## src/rtl/frac_pwm_gen_pkg.sv

```systemverilog
// Shared constants and helpers for the fractional-N PWM generator.
package frac_pwm_gen_pkg;

    localparam int unsigned DefWidth  = 17;
    localparam int unsigned DefFrac   = 4;
    localparam int          MinPeriod = 2;

    // Saturate a signed period request into [MinPeriod, p_max].
    function automatic int clamp_period(input int p_raw, input int p_max);
        if (p_raw < MinPeriod) begin
            return MinPeriod;
        end
        if (p_raw > p_max) begin
            return p_max;
        end
        return p_raw;
    endfunction

endpackage

```

## src/rtl/frac_pwm_gen_accum.sv

```systemverilog
// First-order sigma-delta accumulator over the fractional bits of the period trim.
module frac_accum
    import frac_pwm_gen_pkg::*;
#(
    parameter int unsigned WIDTH = DefWidth,
    parameter int unsigned FRAC  = DefFrac
) (
    input  logic                    CLK1,
    input  logic                    rst,
    input  logic [WIDTH-1:0]        mf,
    input  logic                    load,
    output logic signed [WIDTH-1:0] int_part,
    output logic                    carry
);

    logic [FRAC-1:0] acc;
    logic [FRAC:0]   sum;

    always_comb begin
        sum      = {1'b0, acc} + {1'b0, mf[FRAC-1:0]};
        carry    = sum[FRAC];
        // Arithmetic shift floors negative trims, so the fraction bits stay non-negative.
        int_part = $signed(mf) >>> FRAC;
    end

    always_ff @(posedge CLK1 or posedge rst) begin
        if (rst) begin
            acc <= '0;
        end else if (load) begin
            acc <= sum[FRAC-1:0];
        end
    end

endmodule

```

## src/rtl/frac_pwm_gen.sv

```systemverilog
// Fractional-N PWM divider: period N + mf/2^FRAC clocks, high for the first No clocks.
module frac_pwm_gen
    import frac_pwm_gen_pkg::*;
#(
    parameter int unsigned WIDTH = DefWidth,
    parameter int unsigned FRAC  = DefFrac
) (
    input  logic             CLK1,
    input  logic             rst,
    input  logic [WIDTH-1:0] No,
    input  logic [WIDTH-1:0] N,
    input  logic [WIDTH-1:0] mf,
    output logic [WIDTH-1:0] count,
    output logic             q_out,
    output logic             tc
);

    localparam int PMax = int'((64'd1 << WIDTH) - 64'd1);

    logic [WIDTH-1:0]        per_r;
    logic [WIDTH-1:0]        no_r;
    logic [WIDTH-1:0]        count_next;
    logic [WIDTH-1:0]        per_next;
    logic [WIDTH-1:0]        no_next;
    logic [WIDTH-1:0]        per_calc;
    logic signed [WIDTH+1:0] p_raw;
    logic signed [WIDTH-1:0] int_part;
    logic                    carry;
    logic                    wrap;

    frac_accum #(
        .WIDTH (WIDTH),
        .FRAC  (FRAC)
    ) u_accum (
        .CLK1     (CLK1),
        .rst      (rst),
        .mf       (mf),
        .load     (wrap),
        .int_part (int_part),
        .carry    (carry)
    );

    always_comb begin
        // Two guard bits keep the sum free of overflow before clamping.
        p_raw    = $signed({2'b00, N})
                 + $signed({{2{int_part[WIDTH-1]}}, int_part})
                 + $signed((WIDTH + 2)'(carry));
        per_calc = WIDTH'(clamp_period(int'(p_raw), PMax));

        // per_r == 0 only right after reset and forces the first reload.
        wrap = (per_r == '0) || (count >= per_r - WIDTH'(1));

        count_next = count + WIDTH'(1);
        per_next   = per_r;
        no_next    = no_r;
        if (wrap) begin
            count_next = '0;
            per_next   = per_calc;
            no_next    = No;
        end
    end

    always_ff @(posedge CLK1 or posedge rst) begin
        if (rst) begin
            count <= '0;
            per_r <= '0;
            no_r  <= '0;
            q_out <= 1'b0;
            tc    <= 1'b0;
        end else begin
            count <= count_next;
            per_r <= per_next;
            no_r  <= no_next;
            q_out <= (count_next < no_next);
            tc    <= (count_next == per_next - WIDTH'(1));
        end
    end

endmodule

```

## config.mk

```make
export PLATFORM = sky130hd
export DESIGN_NAME = frac_pwm_gen
export DESIGN_NICKNAME = d
export VERILOG_FILES = /design/src/rtl/frac_pwm_gen_pkg.sv /design/src/rtl/frac_pwm_gen_accum.sv /design/src/rtl/frac_pwm_gen.sv
export SDC_FILE = /design/constraint.sdc
export NUM_CORES = 1
export LEC_CHECK = 0
export BUFFER_PORTS_ARGS = -buffer_cell sky130_fd_sc_hd__buf_2
export CAP_MARGIN = 15
export CORE_AREA = 3 3 137 139
export CTS_CLUSTER_DIAMETER = 50
export DETAILED_ROUTE_END_ITERATION = 8
export DIE_AREA = 0 0 140 142
export MAX_ROUTING_LAYER = met4
export RECOVER_POWER = 100
export SYNTH_ARGS = -nofsm -noshare
export SYNTH_HDL_FRONTEND = slang
export SYNTH_SLANG_ARGS = --single-unit
```

## constraint.sdc

```tcl
create_clock -name CLK1 -period 5.59 [get_ports CLK1]
set_clock_uncertainty 0.05 [all_clocks]
set_input_delay 1.118 -clock CLK1 [delete_from_list [all_inputs] [get_ports CLK1]]
set_output_delay 1.118 -clock CLK1 [all_outputs]
set_load 0.005 [all_outputs]
```

=== After elaboration in Yosys (flattened, before gate mapping) ===
Index checks and enable logic that the tools add are counted.

* Register bits: 57
* Output and inout bits: 19
* Word-level logic and storage cells: 29

* $add $sub $neg: 6
* Order comparisons: 4
* Equal/unequal tests: 1
* Multiplexer cells: 10
* Reductions and logical operators: 2

{| class="wikitable"
|+ Operators by type and width
! cell !! number
|-
| 17-bit two-way mux || 6
|-
| 17-bit by 1-bit subtractor with 17-bit output (second input constant) || 2
|-
| 18-bit by 13-bit adder with 19-bit output || 1
|-
| 19-bit by 2-bit adder with 19-bit output || 1
|-
| 19-bit by 18-bit > comparator with 1-bit output (second input constant) || 1
|-
| 19-bit by 3-bit less-than comparator with 1-bit output (second input constant) || 1
|-
| 17-bit by 1-bit adder with 17-bit output (second input constant) || 1
|-
| 17-bit == test || 1
|-
| 17-bit >= comparator || 1
|-
| 17-bit zero test || 1
|-
| 17-bit less-than comparator || 1
|-
| 4-bit by 4-bit adder with 5-bit output || 1
|-
| 1-bit two-way mux || 3
|-
| 2-bit two-way mux || 1
|-
| 1-bit logical OR || 1
|}

=== Longest topological paths before layout ===
* Word-level depth: 10
* Gate-level depth with buffers: 29
* Mapped depth without buffers: 25

=== Hierarchy ===
A second synthesis with hierarchy kept.

* Cells, all modules: 710
* Area, all modules: 5984.5 um2

{| class="wikitable"
|+ By module, submodules not included
! module !! instances !! cells an instance !! area each (um2) !! seq. area each (um2)
|-
| frac_pwm_gen || 1 || 664 || 5547.8 || 1326.3
|-
| frac_accum || 1 || 46 || 436.7 || 100.1
|}

=== Worst setup path after synthesis ===
OpenSTA, ideal clock, no wires.

* Path kind: in2reg
* Start point: in mf[0]
* End point: reg tc
* Library setup time: 67 ps
* Arrival: 5957 ps
* Required time: 5473 ps
* Slack: -485 ps
* Cell stages on the path: 24
* Path buffers: 2
* Cell sequence: ha_1 > fa_1 > a21o_1 > a21oi_1 > fa_1 > fa_1 > nor2b_1 > o2111a_1 > nor2_2 > xnor2_1 > or3_1 > clkbuf_1 > nor4_2 > a21oi_2 > a22oi_1 > ha_1 > clkbuf_1 > o21ai_0 > a21oi_1 > nand3_1 > a221oi_1 > nand4_1 > a2111oi_0 > o2111a_1

* Longest elaborated chain between the ends: 10
* Elaborated cells between the ends (all ways): 14

{| class="wikitable"
|+ Ends and longest elaborated chain
! element !! RTL line !! text
|-
| from (decl) || frac_pwm_gen.sv:12 || <nowiki>input logic [WIDTH-1:0] mf,</nowiki>
|-
| 4-bit by 4-bit adder with 5-bit output * || frac_pwm_gen_accum.sv:20 || <nowiki>sum = {1'b0, acc} + {1'b0, mf[FRAC-1:0]};</nowiki>
|-
| 19-bit by 2-bit adder with 19-bit output * || frac_pwm_gen.sv:47 || <nowiki>+ $signed((WIDTH + 2)'(carry));</nowiki>
|-
| 19-bit by 18-bit > comparator with 1-bit output / 19-bit by 3-bit less-than comparator with 1-bit output (equally long branches) || frac_pwm_gen_pkg.sv:13, frac_pwm_gen_pkg.sv:10 ||
|-
| 1-bit two-way mux / 2-bit two-way mux (equally long branches) || frac_pwm_gen_pkg.sv:13, frac_pwm_gen_pkg.sv:10 ||
|-
| 1-bit two-way mux / 17-bit two-way mux (equally long branches) || frac_pwm_gen_pkg.sv:13 || <nowiki>if (p_raw > p_max) begin</nowiki>
|-
| 17-bit two-way mux || frac_pwm_gen_pkg.sv:16 || <nowiki>return p_raw;</nowiki>
|-
| 17-bit two-way mux * || frac_pwm_gen_pkg.sv:13 ||
|-
| 17-bit two-way mux * || frac_pwm_gen.sv:56 || <nowiki>if (wrap) begin</nowiki>
|-
| 17-bit by 1-bit subtractor with 17-bit output * || frac_pwm_gen.sv:75 || <nowiki>tc <= (count_next == per_next - WIDTH'(1));</nowiki>
|-
| 17-bit == test * || frac_pwm_gen.sv:75 ||
|-
| to (signal assigned) || frac_pwm_gen.sv:75 ||
|-
| to (decl) || frac_pwm_gen.sv:15 || <nowiki>output logic tc</nowiki>
|}

Every way passes the cells marked *; elsewhere a longest branch is shown, timed or not. The select of a mux whose other input is x is not followed.
A chain may end at the register's enable or synchronous reset.

=== Final worst setup path ===
Ends and elaborated chain as after synthesis.

==> qor.yml <==
p_per_area_mw_per_mm2: 168
ant_nets: 0
switching_share: 0.315
place_area_mm2: 0.00725
cts_root_buf: "clkbuf_16"
cp-start-kind: "input pin"
vias: 5900
use_met3: 0.0259
use_met1: 0.241
overflow: 0
crit_arrival_ns: 5.80
synth_edf_count: 0
postCtsHoldBufs: 0
timing.hold.ws_ns: 0.440
hp-class: "register to register"
drv_cap: 1
synth.largest_area_cell: "dfrtp_1"
ios: 72
syn_avg_cell_area_um2: 8.32
cts_sinks: 57
cp_max_fo: 3
synth_cell_types: 85
synth_flop_cell: "dfrtp_1"
viasPerCell: 5.29
coreArea_mm2: 0.0178
violations: "max-capacitance violations, max-slew violations"
setup_tns_ns: 0
p_int_uw: 919
wirelength_mm: 17.6
synth-adder-area-share: 0.130
nNetsFinal: 995
first_global_vias: 5814
grt_max_degree: 58
drv_slew: 58
n_antenna_cell: 0
fmax_ghz: 0.179
finalCriticalPeriod_ns: 5.58
final_area_mm2: 0.00797
yosys_warnings: 0
grt_first_pass_wirelength_mm: 28.9
cp-end-kind: "register"
port_buffers: 71
synth_compound_area_frac: 0.237
synthSimpleGateAreaFrac: 0.212
tightestPinTransition_ns: 3.22
status: "finished, violations left"
maxSlewHeadroom: -1.15
p_seq_frac: 0.323
synth_top_family_by_area: "compound AO/OA/AOI/OAI gates"
numCtsBuffers: 9
first_pass_iters: 5
row_count: 49
synth_xor_area_frac: 0.0810
busiest_layer: "met2"
rsz0062_at_grt: "yes"
async_flop_share: 1.00
drcViolationCount: 0
period_share: 0.999
ir_drop_mv: 0.145
clk_pin_slew_ns: 0.05
gp_congestion: 0.891
grt.total_usage: 0.180
die-area_mm2: 0.0199
synth_seq_area_share: 0.240
yosys-top-cells-area: "dfrtp_1, ha_1, xnor2_1"
drtIter0Drc: 320
hpwl_mm: 13.6
ys_seq_elements: 57
netlist.area_leader.share: 0.240
muxShareOfSynthArea: 0.0412
pwr-share-clk: 0.376
worstSetupPathType: "input pin to register"
die_y_um: 142
postSynthCellCount: 715
htree_levels: 3
cts_tree: "yes"
hold_viol: 0
synth_nets: 828
antenna_found_initial: 0
required_ns: 5.80
p_comb_frac: 0.301
setup_violations: 0
p_leak_uw: 0.00378
syn_area_mm2: 0.00595
insertion_delay_ns: 0.33
clockBufferDepth: 2
wl_per_cell_um: 15.7
layout-drive-gt1-share: 0.317
die_w_um: 140
switchingPower_uw: 423
area_growth_pct: 33.9
use_met2: 0.294
initial_core_util: 0.335
rrSetupSlack_ns: 0.20
==> registers in the layout, summed over array words and instances (netlist names) <==
register	flops
count	17
no_r	17
per_r	17
q_out	1
tc	1
u_accum.acc	4
==> layout make-up <==
class / instances / area (um^2)
clock inverters: 5 / 31.3
flip-flops and latches: 57 / 1430
inverters: 40 / 150
repair buffers: 191 / 1270
clock buffers: 11 / 243
well taps: 229 / 287
multi-input cells: 583 / 4560
fillers: 1767 / 9810
==> kinds of logic (layout without fill, tap and decap cells) <==
group                      Yosys count  in the layout
DFF                                 57             57
muxes                               24             24
xor gates and xnor gates            55             55
buffers and inverters               75            247
and+or+nand+nor                    246            246
adders and majority gates           60             60
AOI/OAI and AO/OA                  198            198
==> layout by cell type, fill, tap and decap left out, drive strengths merged, types with 6 or more instances in the layout <==
cell     netlist  layout
a21oi         48      48
clkbuf        12      25
nand4         14      14
and2           7       7
xnor2         30      30
a211oi        11      11
o2111ai        6       6
nor3b          6       6
xor2          25      25
mux2i         20      20
a211o          6       6
o21ai         37      37
nor3          17      17
nand2b         6       6
dfrtp         57      57
o211ai         6       6
nand2         68      68
nor2          58      58
buf           23     177
nor4          13      13
ha            57      57
nor2b          7       7
a311oi         6       6
a21o          18      18
inv           40      40
o21a           7       7
a31oi          6       6
nand3         21      21
==> critical path: stages <==
cell	delay [ns]
buf_6	0.07
ha_4	0.13
fa_2	0.19
a21o_1	0.12
a21oi_2	0.06
fa_2	0.41
fa_2	0.39
nor2b_4	0.17
o2111a_2	0.26
nor2_4	0.05
xnor2_1	0.14
or3_4	0.41
nor4_4	0.34
a21oi_4	0.12
buf_4	0.15
buf_4	0.14
buf_4	0.13
buf_4	0.13
a31o_2	0.21
a21boi_0	0.25
o2111ai_2	0.20
a2111oi_4	0.39
o2111a_1	0.23
==> metal layers <==
metal	up-vias	part of all wire
met3	24	0.034
met4	0	0.012
met5	-	0
met1	2779	0.47
met2	125	0.49
li1	2972	-
==> power by group through the flow <==
stage | Sequential (uW) | Clock, uW | Combinational, uW
after floorplan | 433 | 0 | 239
after global placement | 438 | 0 | 365
after detailed placement | 439 | 0 | 366
after CTS | 432 | 514 | 378
after global routing | 434 | 537 | 444
final | 433 | 505 | 404
==> per-stage QoR <==
step                utilization  power (uW)  worst slack, ns  instances
finish                    0.448        1340          0.00798       1116
global route              0.448        1410           -0.164       1116
CTS                       0.433        1320          -0.0319       1109
detailed placement        0.408         805           -0.630       1080
global placement          0.408         803           -0.515       1080
floorplan                     -         672          -0.0667        715
==> worst paths after layout <==
path	from	end	cells after the start
min in group asynchronous	rst	no_r[3]	3
max in group asynchronous	rst	per_r[0]	3
max reg2reg	per_r[6]	q_out	26
min	no_r[12]	no_r[12]	2
min reg2reg	no_r[12]	no_r[12]	2
max	mf[0]	tc	23
==> Yosys cell counts (7+ instances only) <==
master	n
nor3_1	17
nand4_1	14
buf_2	11
a21o_1	16
o21a_1	7
xnor2_1	30
nor2_1	55
nand2_1	67
clkbuf_1	10
a21oi_1	47
nor4_1	11
inv_1	40
a211oi_1	10
ha_1	57
nor2b_1	7
nand3_1	20
xor2_1	25
dfrtp_1	57
o21ai_0	29
mux2i_1	20
==> what timing repair did <==
action                                  in CTS  in global routing
pin swaps                                   20                 24
endpoints found under the setup margin       2                  2
resized for setup                           12                 52
setup buffers                               13                  7
(Power assumes the default switching activity.)
